$ cat config.mk
export PLATFORM = sky130hd
export DESIGN_NAME = psg_write_sequencer_flat
export DESIGN_NICKNAME = d
export VERILOG_FILES = /design/src/rtl/psg_write_sequencer_if.sv /design/src/rtl/psg_write_sequencer.sv /design/src/flat_wrapper.sv
export SDC_FILE = /design/constraint.sdc
export NUM_CORES = 1
export LEC_CHECK = 0
export BUFFER_PORTS_ARGS = -buffer_cell sky130_fd_sc_hd__buf_2
export CORE_MARGIN = 8
export CORE_UTILIZATION = 46
export CTS_BUF_LIST = sky130_fd_sc_hd__clkbuf_4 sky130_fd_sc_hd__clkbuf_8 sky130_fd_sc_hd__clkbuf_16
export DETAILED_ROUTE_END_ITERATION = 6
export PLACE_DENSITY = 0.86
export SKIP_CTS_REPAIR_TIMING = 1
export SYNTH_ARGS = -nofsm -noshare
export SYNTH_HDL_FRONTEND = slang
export SYNTH_SLANG_ARGS = --single-unit
$ cat constraint.sdc
create_clock -name clk -period 2.3 [get_ports clk]
set_input_delay 0.23 -clock clk [delete_from_list [all_inputs] [get_ports clk]]
set_output_delay 0.23 -clock clk [all_outputs]
set_load 0.05 [all_outputs]
$ cat src/rtl/psg_write_sequencer_if.sv
// Requester handshake and PSG pin bundle for psg_write_sequencer.
// slave: the sequencer side; master: requesters and PSG pins.
interface psg_write_sequencer_if;
  logic       req0_valid;
  logic       req0_ready;
  logic [2:0] req0_reg;
  logic [9:0] req0_data;
  logic       req1_valid;
  logic       req1_ready;
  logic [2:0] req1_reg;
  logic [9:0] req1_data;
  logic [7:0] psg_d;
  logic       psg_ce_n;
  logic       psg_we_n;
  logic       busy;
  logic       last_grant;

  modport slave (
    input  req0_valid,
    input  req0_reg,
    input  req0_data,
    input  req1_valid,
    input  req1_reg,
    input  req1_data,
    output req0_ready,
    output req1_ready,
    output psg_d,
    output psg_ce_n,
    output psg_we_n,
    output busy,
    output last_grant
  );

  modport master (
    output req0_valid,
    output req0_reg,
    output req0_data,
    output req1_valid,
    output req1_reg,
    output req1_data,
    input  req0_ready,
    input  req1_ready,
    input  psg_d,
    input  psg_ce_n,
    input  psg_we_n,
    input  busy,
    input  last_grant
  );
endinterface

$ cat src/rtl/psg_write_sequencer.sv
// SN76489 write sequencer: round-robin over two requesters, latch/data bytes.
// Optional PSG_SEQ_SHADOW_EN skips writes that would not change the chip.
module psg_write_sequencer #(
  parameter int GAP = 2
) (
  input  logic clk,
  input  logic reset_n,
  input  logic clk_en,
  psg_write_sequencer_if.slave bus
);

  typedef enum logic [1:0] {
    S_IDLE,
    S_LATCH,
    S_DATA,
    S_GAP
  } state_t;

  localparam logic [3:0] GAP_N = 4'(GAP);

  state_t     state;
  state_t     state_nx;
  logic [2:0] reg_q;
  logic [2:0] reg_nx;
  logic [9:0] data_q;
  logic [9:0] data_nx;
  logic [3:0] gap_q;
  logic [3:0] gap_nx;
  logic       lg_q;
  logic       lg_nx;
  logic [7:0] d_q;
  logic [7:0] d_nx;

  logic       idle;
  logic       g0;
  logic       g1;
  logic       acc;
  logic       skip;
  logic [2:0] sel_reg;
  logic [9:0] sel_data;

  function automatic logic is_freq(input logic [2:0] r);
    return !r[0] && (r != 3'd6);
  endfunction

  assign idle = (state == S_IDLE);

  // On a tie the requester that did not win last time goes next.
  assign g0 = bus.req0_valid && (!bus.req1_valid || lg_q);
  assign g1 = bus.req1_valid && (!bus.req0_valid || !lg_q);

  assign bus.req0_ready = idle && g0;
  assign bus.req1_ready = idle && g1;
  assign acc            = idle && (g0 || g1);

  assign sel_reg  = g1 ? bus.req1_reg  : bus.req0_reg;
  assign sel_data = g1 ? bus.req1_data : bus.req0_data;

`ifdef PSG_SEQ_SHADOW_EN
  logic [9:0] shadow [8];
  logic       same;

  always_comb begin
    same = 1'b0;
    if (is_freq(sel_reg))
      same = (shadow[sel_reg] == sel_data);
    else
      same = (shadow[sel_reg][3:0] == sel_data[3:0]);
  end

  // Noise control is always written: the write itself reloads the LFSR.
  assign skip = acc && same && (sel_reg != 3'd6);

  always_ff @(posedge clk) begin
    if (!reset_n) begin
      for (int i = 0; i < 8; i++)
        shadow[i] <= i[0] ? 10'd15 : 10'd0;
    end else if (acc) begin
      if (is_freq(sel_reg))
        shadow[sel_reg] <= sel_data;
      else
        shadow[sel_reg] <= {6'd0, sel_data[3:0]};
    end
  end
`else
  assign skip = 1'b0;
`endif

  always_comb begin
    state_nx = state;
    reg_nx   = reg_q;
    data_nx  = data_q;
    gap_nx   = gap_q;
    lg_nx    = lg_q;
    d_nx     = d_q;
    unique case (state)
      S_IDLE: begin
        if (acc) begin
          reg_nx  = sel_reg;
          data_nx = sel_data;
          lg_nx   = g1;
          if (!skip) begin
            state_nx = S_LATCH;
            d_nx     = {1'b1, sel_reg, sel_data[3:0]};
          end
        end
      end
      S_LATCH: begin
        if (clk_en) begin
          if (is_freq(reg_q)) begin
            state_nx = S_DATA;
            d_nx     = {2'b00, data_q[9:4]};
          end else begin
            state_nx = (GAP_N == 4'd0) ? S_IDLE : S_GAP;
            gap_nx   = 4'd0;
          end
        end
      end
      S_DATA: begin
        if (clk_en) begin
          state_nx = (GAP_N == 4'd0) ? S_IDLE : S_GAP;
          gap_nx   = 4'd0;
        end
      end
      S_GAP: begin
        if (clk_en) begin
          if (gap_q == GAP_N - 4'd1)
            state_nx = S_IDLE;
          else
            gap_nx = gap_q + 4'd1;
        end
      end
      default: state_nx = S_IDLE;
    endcase
  end

  always_ff @(posedge clk) begin
    if (!reset_n) begin
      state  <= S_IDLE;
      reg_q  <= 3'd0;
      data_q <= 10'd0;
      gap_q  <= 4'd0;
      lg_q   <= 1'b1;
      d_q    <= 8'd0;
    end else begin
      state  <= state_nx;
      reg_q  <= reg_nx;
      data_q <= data_nx;
      gap_q  <= gap_nx;
      lg_q   <= lg_nx;
      d_q    <= d_nx;
    end
  end

  // Strobes come straight from the state register, so each byte spans
  // exactly one clk_en-qualified edge.
  assign bus.psg_ce_n   = !((state == S_LATCH) || (state == S_DATA));
  assign bus.psg_we_n   = !((state == S_LATCH) || (state == S_DATA));
  assign bus.psg_d      = d_q;
  assign bus.busy       = !idle;
  assign bus.last_grant = lg_q;

endmodule

$ cat src/flat_wrapper.sv
// flat-port wrapper written by rule: the top's interface ports become plain ports
module psg_write_sequencer_flat 
#(
  parameter int GAP = 2
)
  (clk, reset_n, clk_en, bus_req0_valid, bus_req0_reg, bus_req0_data, bus_req1_valid, bus_req1_reg, bus_req1_data, bus_req0_ready, bus_req1_ready, bus_psg_d, bus_psg_ce_n, bus_psg_we_n, bus_busy, bus_last_grant);
  psg_write_sequencer_if bus_i ();
  input  logic clk;
  input  logic reset_n;
  input  logic clk_en;
  input wire logic [$bits(bus_i.req0_valid)-1:0] bus_req0_valid;
  input wire logic [$bits(bus_i.req0_reg)-1:0] bus_req0_reg;
  input wire logic [$bits(bus_i.req0_data)-1:0] bus_req0_data;
  input wire logic [$bits(bus_i.req1_valid)-1:0] bus_req1_valid;
  input wire logic [$bits(bus_i.req1_reg)-1:0] bus_req1_reg;
  input wire logic [$bits(bus_i.req1_data)-1:0] bus_req1_data;
  output wire logic [$bits(bus_i.req0_ready)-1:0] bus_req0_ready;
  output wire logic [$bits(bus_i.req1_ready)-1:0] bus_req1_ready;
  output wire logic [$bits(bus_i.psg_d)-1:0] bus_psg_d;
  output wire logic [$bits(bus_i.psg_ce_n)-1:0] bus_psg_ce_n;
  output wire logic [$bits(bus_i.psg_we_n)-1:0] bus_psg_we_n;
  output wire logic [$bits(bus_i.busy)-1:0] bus_busy;
  output wire logic [$bits(bus_i.last_grant)-1:0] bus_last_grant;
  assign bus_i.req0_valid = bus_req0_valid;
  assign bus_i.req0_reg = bus_req0_reg;
  assign bus_i.req0_data = bus_req0_data;
  assign bus_i.req1_valid = bus_req1_valid;
  assign bus_i.req1_reg = bus_req1_reg;
  assign bus_i.req1_data = bus_req1_data;
  assign bus_req0_ready = bus_i.req0_ready;
  assign bus_req1_ready = bus_i.req1_ready;
  assign bus_psg_d = bus_i.psg_d;
  assign bus_psg_ce_n = bus_i.psg_ce_n;
  assign bus_psg_we_n = bus_i.psg_we_n;
  assign bus_busy = bus_i.busy;
  assign bus_last_grant = bus_i.last_grant;
  psg_write_sequencer #(.GAP(GAP)) u_core (.clk(clk), .reset_n(reset_n), .clk_en(clk_en), .bus(bus_i));
endmodule
==> impl_metrics.json <==
{
  "critPathSlowestCell": "dfxtp_1",
  "final_nets": 231,
  "worstSetupPathType": "register to register",
  "die_h_um": 70.3,
  "maxSlewViolCount": 0,
  "rows": 19,
  "setup_violations": 0,
  "fmax_ghz": 0.531,
  "drive_above_1_share": 0.298,
  "skew_ns": 0.00382,
  "fin_area_um2": 1620,
  "cap_viol_max_count": 0,
  "end_kind": "register",
  "hold_class": "primary input to register",
  "worstMarginPinSlew_ns": 0.460,
  "power_leakage_nw": 0.803,
  "crit_required_ns": 2.53,
  "path_clk_slew_ns": 0.12,
  "cts_htree_levels": 1,
  "synth-edff-count": 0,
  "async_flop_share": 0,
  "core_um2": 2780,
  "relSlewSlack": 0.685,
  "wl_per_cell_um": 15.0,
  "hold_slack_ns": 0.267,
  "io_pins": 45,
  "ant_nets": 0,
  "p_sw_frac": 0.524,
  "p_int_uw": 993,
  "via_count": 1269,
  "synthCells": 149,
  "grt_max_degree": 21,
  "port_buffers": 44,
  "cts_buffers": 3,
  "synth_flop_cell": "dfxtp_1",
  "p_comb_frac": 0.610,
  "yosys_register_bits": 24,
  "dp_hpwl_um": 2600,
  "arrival_ns": 2.11,
  "p_switching_mw": 1.09,
  "wl_um": 3320,
  "hold_viol_final": 0,
  "routabilityCongestion": 0.793,
  "antenna_cells": 0,
  "die_w_um": 70.3,
  "initial_utilization": 0.487,
  "fin_crit_ns": 1.88,
  "grt_pass1_vias": 1228,
  "yosys_warnings": 0,
  "grt_use_total": 0.132,
  "power_frac_seq": 0.304,
  "first_pass_iters": 4,
  "dpl-instance-area_um2": 1600,
  "worstPathMaxFanout": 10,
  "cp-start-kind": "register",
  "antenna_found_initial": 0,
  "powerDensity_nw_per_um2": 1280,
  "clock_path_buffers": 2,
  "irDropWorstVdd_uv": 1410,
  "syn_avg_cell_area_um2": 9.09,
  "cts_sinks": 24,
  "syn_area_um2": 1350,
  "syn_nets": 187,
  "yosysTopAreaCell": "dfxtp_1",
  "status": "finished clean",
  "synth.area.top_cells": "dfxtp_1, mux2i_1, o211a_1",
  "syn_to_final_growth_pct": 20.0,
  "synth.distinct_cells": 37,
  "crit_path_cell_trace": "inv_1, ha_1, nor2b_1, a31oi_2, or2_2, o31ai_1",
  "grt-ovfl-total": 0,
  "synth-seq-area-share": 0.355,
  "clk_latency_ns": 0.31,
  "drc": 0,
  "rrSetupSlack_ns": 0.42,
  "root_buffer": "clkbuf_4",
  "clkPwrFrac": 0.086,
  "cts_tree": "done",
  "drtIter0Drc": 89,
  "dieArea_um2": 4940,
  "max_stage_delay_ns": 0.40,
  "setup_tns_ns": 0,
  "timing.final.crit_share": 0.818,
  "synthDominantCellAreaShare": 0.355,
  "grt_pass1_wl_um": 5660,
  "rsz0062_at_grt": "no",
  "vias_per_cell": 5.72
}
==> state kept, by name (all words and copies together) (netlist names) <==
signal and flops:
u_core.data_q 6, u_core.gap_q 4, u_core.bus.last_grant 1, u_core.bus.psg_d 8, u_core.reg_q 3, u_core.state 2
==> logic make-up after synthesis <==
group / after synthesis / share of synthesized area
AO/OA/AOI/OAI: 59 / 0.340
adder cells (fa/ha/maj): 7 / 0.0647
flip-flops: 24 / 0.355
AND/OR/NAND/NOR: 32 / 0.118
multiplexers: 9 / 0.0665
buffers and inverters: 18 / 0.0555
==> synth_stat cells (2+ instances only) <==
cell / number
a2111oi_0: 3
a211o_1: 2
a211oi_1: 5
a21boi_0: 2
a21oi_1: 2
a31o_1: 2
buf_2: 3
clkbuf_1: 5
dfxtp_1: 24
ha_1: 7
inv_1: 9
mux2i_1: 9
nand2_1: 13
nand2b_1: 2
nor2_1: 5
nor2b_1: 4
nor3b_1: 2
o211a_1: 9
o211ai_1: 5
o21ai_0: 12
o21bai_1: 2
o22ai_1: 2
o31ai_1: 5
or2_2: 2
==> metrics by stage <==
stage                     setup WS, ns  utilization  power, mW  instances
after floorplan                  0.438            -       1.64        149
after global placement           0.512        0.576       1.89        219
after detailed placement         0.467        0.576       1.91        219
after CTS                        0.423        0.584       2.09        222
after global routing             0.255        0.584       2.23        222
final                            0.418        0.584       2.09        222
==> cell usage in the layout, fill, tap and decap left out, drive strengths merged <==
cell     netlist  layout
a21oi          3       3
nand2b         2       2
and2b          1       1
inv            9       9
a21boi         3       3
nand4b         1       1
o21ai         12      12
a2111oi        3       3
a31oi          1       1
o211a          9       9
o211ai         5       5
mux2i          9       9
nor2           5       5
o311a          1       1
or2            2       2
nand2         13      13
buf            4      48
o21bai         2       2
a31o           3       3
ha             7       7
dfxtp         24      24
a211oi         5       5
o31ai          5       5
a2bb2oi        1       1
o311ai         1       1
nor3b          2       2
nand3          1       1
a22oi          1       1
o22ai          2       2
nor2b          4       4
and2           1       1
clkbuf         5       3
a211o          2       2
==> worst max-delay path, delay by kind of cell (launching register included) <==
family | cells | cell delay (ns)
AO/OA/AOI/OAI | 2 | 0.37
adder cells (fa/ha/maj) | 1 | 0.32
buffers and inverters | 1 | 0.09
flip-flops | 1 | 0.40
AND/OR/NAND/NOR | 2 | 0.62
==> power by group through the flow <==
stage          combinational (mW)  sequential [mW]  clock (mW)
2_1_floorplan               0.778            0.857           0
3_3_place_gp                 1.25            0.641           0
3_5_place_dp                 1.27            0.641           0
4_1_cts                      1.27            0.631       0.187
5_1_grt                      1.37            0.650       0.205
6_report                     1.27            0.634       0.179
==> per-layer routing <==
| layer | part of all wire | vias to the layer above | track usage |
|---|---|---|---|
| li1 | - | 641 | - |
| met1 | 0.47 | 586 | 0.168 |
| met2 | 0.46 | 38 | 0.206 |
| met3 | 0.059 | 4 | 0.0480 |
| met4 | 0.0096 | 0 | 0.0313 |
| met5 | 0 | - | 0 |
==> layout make-up <==
type / count / area, um2
sequential: 24 / 480
tap: 31 / 38.8
clock buffer: 3 / 22.5
timing repair buffer: 48 / 250
multi-input combinational: 107 / 798
fill: 255 / 1160
inverter: 9 / 33.8
==> path summary, 6_finish.rpt <==
| path | from | endpoint | cells past startpoint |
|---|---|---|---|
| worst min-delay path | bus_req1_data[7] | u_core.data_q[7]$_SDFFE_PN0P_ | 4 |
| worst min register to register | u_core.bus.psg_d[4]$_SDFFE_PN0P_ | u_core.bus.psg_d[4]$_SDFFE_PN0P_ | 1 |
| worst max register to register | u_core.state[1]$_SDFFE_PN0P_ | u_core.bus.psg_d[1]$_SDFFE_PN0P_ | 6 |
| worst max-delay path | u_core.state[1]$_SDFFE_PN0P_ | u_core.bus.psg_d[1]$_SDFFE_PN0P_ | 6 |
No activity file was read; power rests on OpenSTA's default activity.
